<file path="src/rtl/mul_arbiter.sv">
// mul_arbiter: round-robin front end sharing one 16x16 unsigned multiplier
// among N requesters.
//
// Pipeline: the grant selects one requester's operands into stage A, the
// combinational multiplier works on stage A, and stage B holds the product
// and requester tag until the consumer takes it.
//
// Ports:
//   clk        rising-edge clock
//   rst        synchronous reset, active-high
//   req_valid  [N]      requester i offers an operand pair
//   req_x      [N*16]   packed X operands, requester i at [16i+15:16i]
//   req_y      [N*16]   packed Y operands, same packing
//   req_ready  [N]      one-hot grant, combinational from req_valid/ptr/a_free
//   rsp_valid           response register holds a product
//   rsp_p      [32]     unsigned product X*Y
//   rsp_id     [IDW]    index of the requester that produced rsp_p
//   rsp_ready           consumer accepts the response

// MUL: purely combinational 16x16 unsigned multiplier; full 32-bit result.
module MUL (
    input  logic [15:0] x_i,
    input  logic [15:0] y_i,
    output logic [31:0] p_o
);
    assign p_o = {16'h0000, x_i} * {16'h0000, y_i};
endmodule

module mul_arbiter #(
    parameter int N   = 4,
    parameter int IDW = $clog2(N)
) (
    input  logic              clk,
    input  logic              rst,
    input  logic [N-1:0]      req_valid,
    input  logic [N*16-1:0]   req_x,
    input  logic [N*16-1:0]   req_y,
    output logic [N-1:0]      req_ready,
    output logic              rsp_valid,
    output logic [31:0]       rsp_p,
    output logic [IDW-1:0]    rsp_id,
    input  logic              rsp_ready
);

    // Stage A: operand register
    logic           a_valid_q;
    logic [15:0]    a_x_q;
    logic [15:0]    a_y_q;
    logic [IDW-1:0] a_id_q;

    // Stage B: response register
    logic           rsp_valid_q;
    logic [31:0]    rsp_p_q;
    logic [IDW-1:0] rsp_id_q;

    // Round-robin pointer: highest-priority requester
    logic [IDW-1:0] ptr_q;
    logic [IDW-1:0] ptr_d;

    logic           b_adv;
    logic           a_free;
    logic [31:0]    mul_p;

    logic [N-1:0]   rv_rot;
    logic           found;
    logic [IDW-1:0] off;
    logic [IDW:0]   sum;
    logic [IDW-1:0] gnt_id;
    logic           gnt_any;
    logic [15:0]    sel_x;
    logic [15:0]    sel_y;

    assign b_adv  = a_valid_q & (~rsp_valid_q | rsp_ready);
    assign a_free = ~a_valid_q | b_adv;

    MUL u_mul (
        .x_i (a_x_q),
        .y_i (a_y_q),
        .p_o (mul_p)
    );

    // Rotate the request vector so bit 0 is the requester at ptr; the first
    // set bit gives the offset from ptr, which is then wrapped back mod N.
    always_comb begin
        rv_rot = N'({req_valid, req_valid} >> ptr_q);
        found  = 1'b0;
        off    = '0;
        for (int unsigned i = 0; i < N; i++) begin
            if (!found && ((rv_rot >> i) & N'(1)) != '0) begin
                found = 1'b1;
                off   = IDW'(i);
            end
        end

        sum = {1'b0, ptr_q} + {1'b0, off};
        if (sum >= (IDW+1)'(N)) begin
            gnt_id = IDW'(sum - (IDW+1)'(N));
        end else begin
            gnt_id = sum[IDW-1:0];
        end

        gnt_any   = found & a_free & ~rst;
        req_ready = gnt_any ? (N'(1) << gnt_id) : '0;

        // Explicit wrap so non-power-of-two N never points past N-1
        if (gnt_id == IDW'(N-1)) begin
            ptr_d = '0;
        end else begin
            ptr_d = gnt_id + IDW'(1);
        end

        sel_x = 16'(req_x >> {gnt_id, 4'b0000});
        sel_y = 16'(req_y >> {gnt_id, 4'b0000});
    end

    always_ff @(posedge clk) begin
        if (rst) begin
            a_valid_q   <= 1'b0;
            a_x_q       <= '0;
            a_y_q       <= '0;
            a_id_q      <= '0;
            rsp_valid_q <= 1'b0;
            rsp_p_q     <= '0;
            rsp_id_q    <= '0;
            ptr_q       <= '0;
        end else begin
            if (b_adv) begin
                rsp_valid_q <= 1'b1;
                rsp_p_q     <= mul_p;
                rsp_id_q    <= a_id_q;
            end else if (rsp_ready && rsp_valid_q) begin
                rsp_valid_q <= 1'b0;
            end

            if (a_free) begin
                if (gnt_any) begin
                    a_valid_q <= 1'b1;
                    a_x_q     <= sel_x;
                    a_y_q     <= sel_y;
                    a_id_q    <= gnt_id;
                    ptr_q     <= ptr_d;
                end else begin
                    a_valid_q <= 1'b0;
                end
            end
        end
    end

    assign rsp_valid = rsp_valid_q;
    assign rsp_p     = rsp_p_q;
    assign rsp_id    = rsp_id_q;

endmodule
</file>
<file path="config.mk">
export PLATFORM = sky130hd
export DESIGN_NAME = mul_arbiter
export DESIGN_NICKNAME = d
export VERILOG_FILES = /design/src/rtl/mul_arbiter.sv
export SDC_FILE = /design/constraint.sdc
export NUM_CORES = 1
export LEC_CHECK = 0
export BUFFER_PORTS_ARGS = -buffer_cell sky130_fd_sc_hd__clkbuf_2
export CAP_MARGIN = 20
export CORE_ASPECT_RATIO = 0.75
export CORE_MARGIN = 2
export CORE_UTILIZATION = 50
export CTS_CLUSTER_SIZE = 30
export DETAILED_ROUTE_END_ITERATION = 8
export PLACE_DENSITY = 0.73
export SKIP_LAST_GASP = 1
export SLEW_MARGIN = 20
export SYNTH_ARGS = -nofsm -noshare
export SYNTH_HDL_FRONTEND = slang
export SYNTH_HIERARCHICAL = 1
export SYNTH_SLANG_ARGS = --single-unit
export TNS_END_PERCENT = 100
</file>
<file path="constraint.sdc">
create_clock -name clk -period 5.2 [get_ports clk]
set_input_delay 1.04 -clock clk [delete_from_list [all_inputs] [get_ports clk]]
set_output_delay 1.04 -clock clk [all_outputs]
set_load 0.005 [all_outputs]
</file>
Yosys cells after proc, flatten, opt, wreduce, memory -nomap -nowiden --
Cells that the tools add are included.
Word-level totals: bits of input ports 135, bits in registers 72, output and inout port bits 39, word-level logic and storage cells 48
Operators by class: add/subtract/negate cells 3, multiply operators 1, equal/unequal tests 1, bitwise logic cells 8, shift-type cells 4, $lt $le $gt $ge 1, reduce and logical (&&, ||, !) cells 9, multiplexer cells 13
Operators with widths (count):
- $shr A64 B6 Y16 | 2
- $mul A16 B16 Y32 | 1
- $mux W1 | 8
- $mux W2 | 4
- $shr A8 B2 Y4 | 1
- $logic_and A1 B1 Y1 | 4
- $mux W4 | 1
- $shl A1 B2 Y4 const A | 1
- $add A2 B2 Y3 | 1
- $and A1 B1 Y1 | 3
- $ge A3 B3 Y1 const B | 1
- $logic_not A1 Y1 | 3
- $not A1 Y1 | 3
- $add A2 B1 Y2 const B | 1
- $eq A2 B2 Y1 const B | 1
- $or A1 B1 Y1 | 2
- $reduce_and A2 Y1 | 1
- $reduce_bool A2 Y1 | 1
- $sub A2 B1 Y2 const B | 1

Depth between registers and ports, before layout --
depth in word-level cells 16, depth in mapped cells 24, gate-level depth less buffers 22

Hierarchy --
The synthesis kept the hierarchy.
Modules (own cells, without submodules):
- MUL | instances 1, seq. area each 0.0 um^2, area each 8450.6 um^2, cells each 982
- mul_arbiter | instances 1, seq. area each 1441.4 um^2, area each 5139.9 um^2, cells each 680

Worst setup path before layout --
OpenSTA, ideal clock, no wires.
kind register to register, start point reg a_y_q[7], end point reg rsp_p_q[25], in the netlist rsp_p[25], required time 5130 ps, stages on the path, launching flop included 24, setup time 70 ps, clock period less this slack 5745 ps, path slack -545 ps, arrival time 5674 ps, path buffers 1, cell sequence dfxtp_1 clkbuf_1 nand2_1 fa_1 inv_1 fa_1 inv_1 fa_1 inv_1 fa_1 fa_1 inv_1 fa_1 inv_1 ha_1 nand4_1 o221ai_1 a21oi_2 o31ai_1 a21oi_1 o21ai_0 xor2_1 nand2_1 a21oi_1
On the way: word-level cells in the longest chain between the ends 1
Ends and longest elaborated chain:
- start: declaration | RTL line 48 | logic [15:0] a_y_q;
- start signal: assignment | RTL line 139 | a_y_q <= sel_y;
- $mul A16 B16 Y32 | RTL line 26 | assign p_o = {16'h0000, x_i} * {16'h0000, y_i};
- named net mul_p[25] | RTL line 62 | logic [31:0] mul_p;
- end signal: assignment | RTL line 129 | rsp_p_q <= mul_p;
- end: declaration | RTL line 53 | logic [31:0] rsp_p_q;
The timed path passes the listed nets, and every way through them passes these cells. A chain may end at the register's enable or synchronous reset.

Worst setup path after layout --
start point reg a_x_q[7], end point reg rsp_p_q[31], in the netlist rsp_p[31]
On the way: word-level cells in the longest chain between the ends 1
Ends and longest elaborated chain:
- start: declaration | RTL line 47 | logic [15:0] a_x_q;
- start signal: assignment | RTL line 138 | a_x_q <= sel_x;
- $mul A16 B16 Y32 | RTL line 26
- named net mul_p[31] | RTL line 62
The timed path passes the listed nets, and every way through them passes these cells.

==> summary.txt <==
Yosys
  • Library cell with the highest instance count after synthesis: sky130_fd_sc_hd__nand2_1
  • Synth Area in Adders: 38.3%
  • Leading cell types by count after synthesis: sky130_fd_sc_hd__nand2_1, sky130_fd_sc_hd__inv_1, sky130_fd_sc_hd__fa_1
  • Area share of xor/xnor cells in the synthesized design: 2.06%
  • Largest cells by area after synthesis: sky130_fd_sc_hd__fa_1, sky130_fd_sc_hd__dfxtp_1, sky130_fd_sc_hd__nand2_1, sky130_fd_sc_hd__ha_1, sky130_fd_sc_hd__inv_1
  • Leading area contributor after synthesis: sky130_fd_sc_hd__fa_1
  • Area share of the leading cell type in the synthesized netlist: ~29%
  • Post-synthesis sequential element count: 72
  • Number of instances in the synthesized netlist: 1662
  • Syn_area_per_cell: 8.18 sq um
  • Share of flip-flops with an asynchronous set or reset: 0%
  • Net count after synthesis: about 2100
  • Share of cell area taken by muxes after synthesis: 5.52%
  • Fraction of the mapped netlist area in simple logic gates: roughly 20%
  • Ys flop type: sky130_fd_sc_hd__dfxtp_1
  • Share of the yosys chip area belonging to registers: a little over a tenth
  • Compound-cell area share of the yosys netlist: between 10 and 15%
  • Warnings from Yosys: 6
  • Unique cell type count in the Yosys netlist: 65
  • Number of enable flip-flop cells after synthesis: 0
  • Combinational family with the most area after synthesis: adder cells
  • Cell area after technology mapping: between 10000 and 15000 sq um

Drt
  • Detail-routed net length per standard cell: roughly 16 microns
  • Final wirelength: about 36000 microns
  • Vias per Instance: roughly 5.3
  • Detailed-routing iteration count for the pre-antenna-repair pass: 9
  • Detailed-route DRC error count: 8
  • 1st-iter DRT viols: about 730
  • Total via count in the routed design: 12100
  • Number of nets with antenna violations after detailed routing: 0

Critical path
  • Peak fanout along the critical path: 8
  • Worst R2R Path Depth: 22
  • Endpoint of the lowest-slack register-to-register path: rsp_p[31]
  • Data arrival time at the worst-slack endpoint: approximately 6000 ps
  • Worst flop-to-flop path startpoint: a_x_q[7]
  • Worst R2R Setup Slack: -500 ps
  • Crit path capture type: flop
  • Crit path kind: reg -> reg
  • Critical Path RT: 5480 ps
  • Critical path launch point type: flop

Timing
  • Final setup margin: -501 ps
  • Setup repair after global routing missed its margin: yes
  • Worst clock skew: between 15 and 20 ps
  • Final Max Tran Viols: 0
  • Number of hold-slack violations in the final timing report: 0
  • Rel. slew slack: 46.9%
  • Share of the clock period used by the worst path after layout: 110%
  • Transition time at the pin with the least slew margin: between 700 and 800 ps
  • Fmax: 175 MHz
  • Min Tclk post-route: 5700 ps
  • # setup viols final: 18

Final layout
  • Synth-to-layout area growth: 21.7%
  • Final nets: around 2300
  • Final instance area: around 17000 sq um
  • Layout cell share with drive strength beyond 1: 32.4%
  • Final non-filler cell total: between 2000 and 2500
  • Number of inserted diodes: 0
  • Fill cell total of the finished layout: 2273

Global routing
  • Via count of the first global-routing pass: between 10000 and 15000
  • Met2 Use GR: a little under half
  • Met3 usage: ~2.8%
  • Total track usage: roughly 26%
  • Global routing's busiest layer: met2
  • Met1 track demand over resource: about a third
  • Initial antenna violation count: 0
  • Global-route wire length before repair: between 60000 and 70000 microns
  • Overall overflow remaining after global route: 0
  • Maximum number of pins on one net before global-route repair: 65

Clock tree
  • Insertion delay to the later sink of the worst-skew pair: around 360 ps
  • Number of clock sinks: 72
  • Number of levels the H-tree was split into: 3
  • Bufs on Longest Clock Path: 2
  • TritonCTS clock tree: yes
  • Clock-pin slew on the worst setup and hold paths: roughly 70 ps
  • CTS Root Cell: sky130_fd_sc_hd__clkbuf_16
  • Clock buffers created by TritonCTS: 9

Hold path
  • Cells on Worst Hold Path: 2
  • Type of the most critical hold path: reg -> reg
  • Worst hold endpoint: rsp_p[14]
  • Hold Startpoint: rsp_p[14]

Place
  • Final Wtd Congestion: a little over 0.9
  • Inst Count DP: between 2000 and 2500
  • Final HPWL DP: ~29000 microns
  • Number of buffers inserted by port buffering: 173
  • Placement Setup Slack: -660 ps
  • Cell area reported after detailed placement: around 16000 sq um

Floorplan
  • Initial core utilization: 50.6%
  • Die outline width: approximately 190 microns
  • Die boundary height: about 150 microns
  • Die Outline Area: around 29000 sq um
  • Ports placed on the boundary: about 170
  • Placement Rows: 52
  • Core box area: between 20000 and 30000 sq um

Status
  • Result of the run: finished with violations
  • Violated checks: DRC, setup timing

Flow run
  • Number of max-capacitance violations reported: 0
final cells by class:
| class | count | area (sq um) | area share [%] |
|---|---|---|---|
| clock buffer | 12 | 256 | 1.55 |
| clock inverter | 4 | 76.3 | 0.461 |
| inverter | 223 | 837 | 5.06 |
| timing repair buffer | 341 | 2220 | 13.4 |
| sequential | 72 | 1510 | 9.15 |
| multi-input combinational | 1265 | 11200 | 67.7 |
| tap | 351 | 439 | 2.65 |
routing by layer:
metal | part of all wire, % | vias up
met5 | 0 | -
met4 | 2.1 | 0
met3 | 3.7 | 52
met2 | 50 | 262
met1 | 44 | 6012
li1 | - | 5730
sequential cells by signal (all words and copies together) (netlist names):
register,count
rsp_p,32
rsp_id,2
a_y_q,16
a_x_q,16
a_id_q,2
a_valid_q,1
rsp_valid,1
ptr_q,2
through the flow:
step | hold slack [ps] | util [%] | TNS (ps)
after floorplan | 429 | - | -508
after global placement | 446 | 58.4 | -6080
after detailed placement | 447 | 58.4 | -8030
after CTS | 455 | 60.4 | -4410
after global routing | 466 | 61.6 | -9140
final | 452 | 61.6 | -5000
worst max path at each step:
stage | start | cells past startpoint | end
final | a_x_q[7] | 22 | rsp_p[31]
after detailed placement | a_y_q[3] | 20 | rsp_p[28]
after global routing | a_x_q[2] | 21 | rsp_p[31]
after CTS | a_x_q[5] | 22 | rsp_p[31]
after global placement | a_y_q[3] | 20 | rsp_p[28]
after floorplan | a_y_q[4] | 23 | rsp_p[26]
cell usage in the layout (no fill, tap or decap), drive strengths merged, types with 6 or more instances in the layout:
cell type	instances
a21oi	169
and2	123
nand4	6
o21ai	51
nand3	7
nand2	383
buf	168
clkbuf	185
nor3	33
mux2	64
nor2	33
xor2	10
nor2b	7
xnor2	22
ha	106
dfxtp	72
a21o	7
inv	223
fa	194
critical path: stages (launching register included):
cell	delay, ps
sky130_fd_sc_hd__dfxtp_4	420
sky130_fd_sc_hd__nand2_2	80
sky130_fd_sc_hd__fa_1	530
sky130_fd_sc_hd__inv_1	60
sky130_fd_sc_hd__fa_1	520
sky130_fd_sc_hd__inv_2	40
sky130_fd_sc_hd__fa_1	570
sky130_fd_sc_hd__inv_2	60
sky130_fd_sc_hd__fa_2	520
sky130_fd_sc_hd__fa_1	400
sky130_fd_sc_hd__inv_1	90
sky130_fd_sc_hd__fa_1	420
sky130_fd_sc_hd__inv_1	110
sky130_fd_sc_hd__ha_4	230
sky130_fd_sc_hd__nand4_1	170
sky130_fd_sc_hd__o221ai_2	160
sky130_fd_sc_hd__a21oi_2	170
sky130_fd_sc_hd__nand2_1	140
sky130_fd_sc_hd__a31o_1	300
sky130_fd_sc_hd__a311oi_2	270
sky130_fd_sc_hd__xnor2_1	150
sky130_fd_sc_hd__nand2_1	70
sky130_fd_sc_hd__a21oi_1	140
cells by family after synthesis:
kind of cell,count (synthesis)
compound gates,254
xor+xnor,32
fa+ha+maj,300
buf+inv,325
flops,72
mux,67
simple gates,612
timing repair:
item / 4_1_cts / 5_1_grt
hold buffers: 0 / 0
setup buffers: 6 / 15
pin swaps: 14 / 25
resized for setup: 52 / 57
setup endpoints to repair: 22 / 23
Power is left out: the tool's default activity adds up to more than one toggle a clock period on the data nets, which glitch-free logic cannot reach.
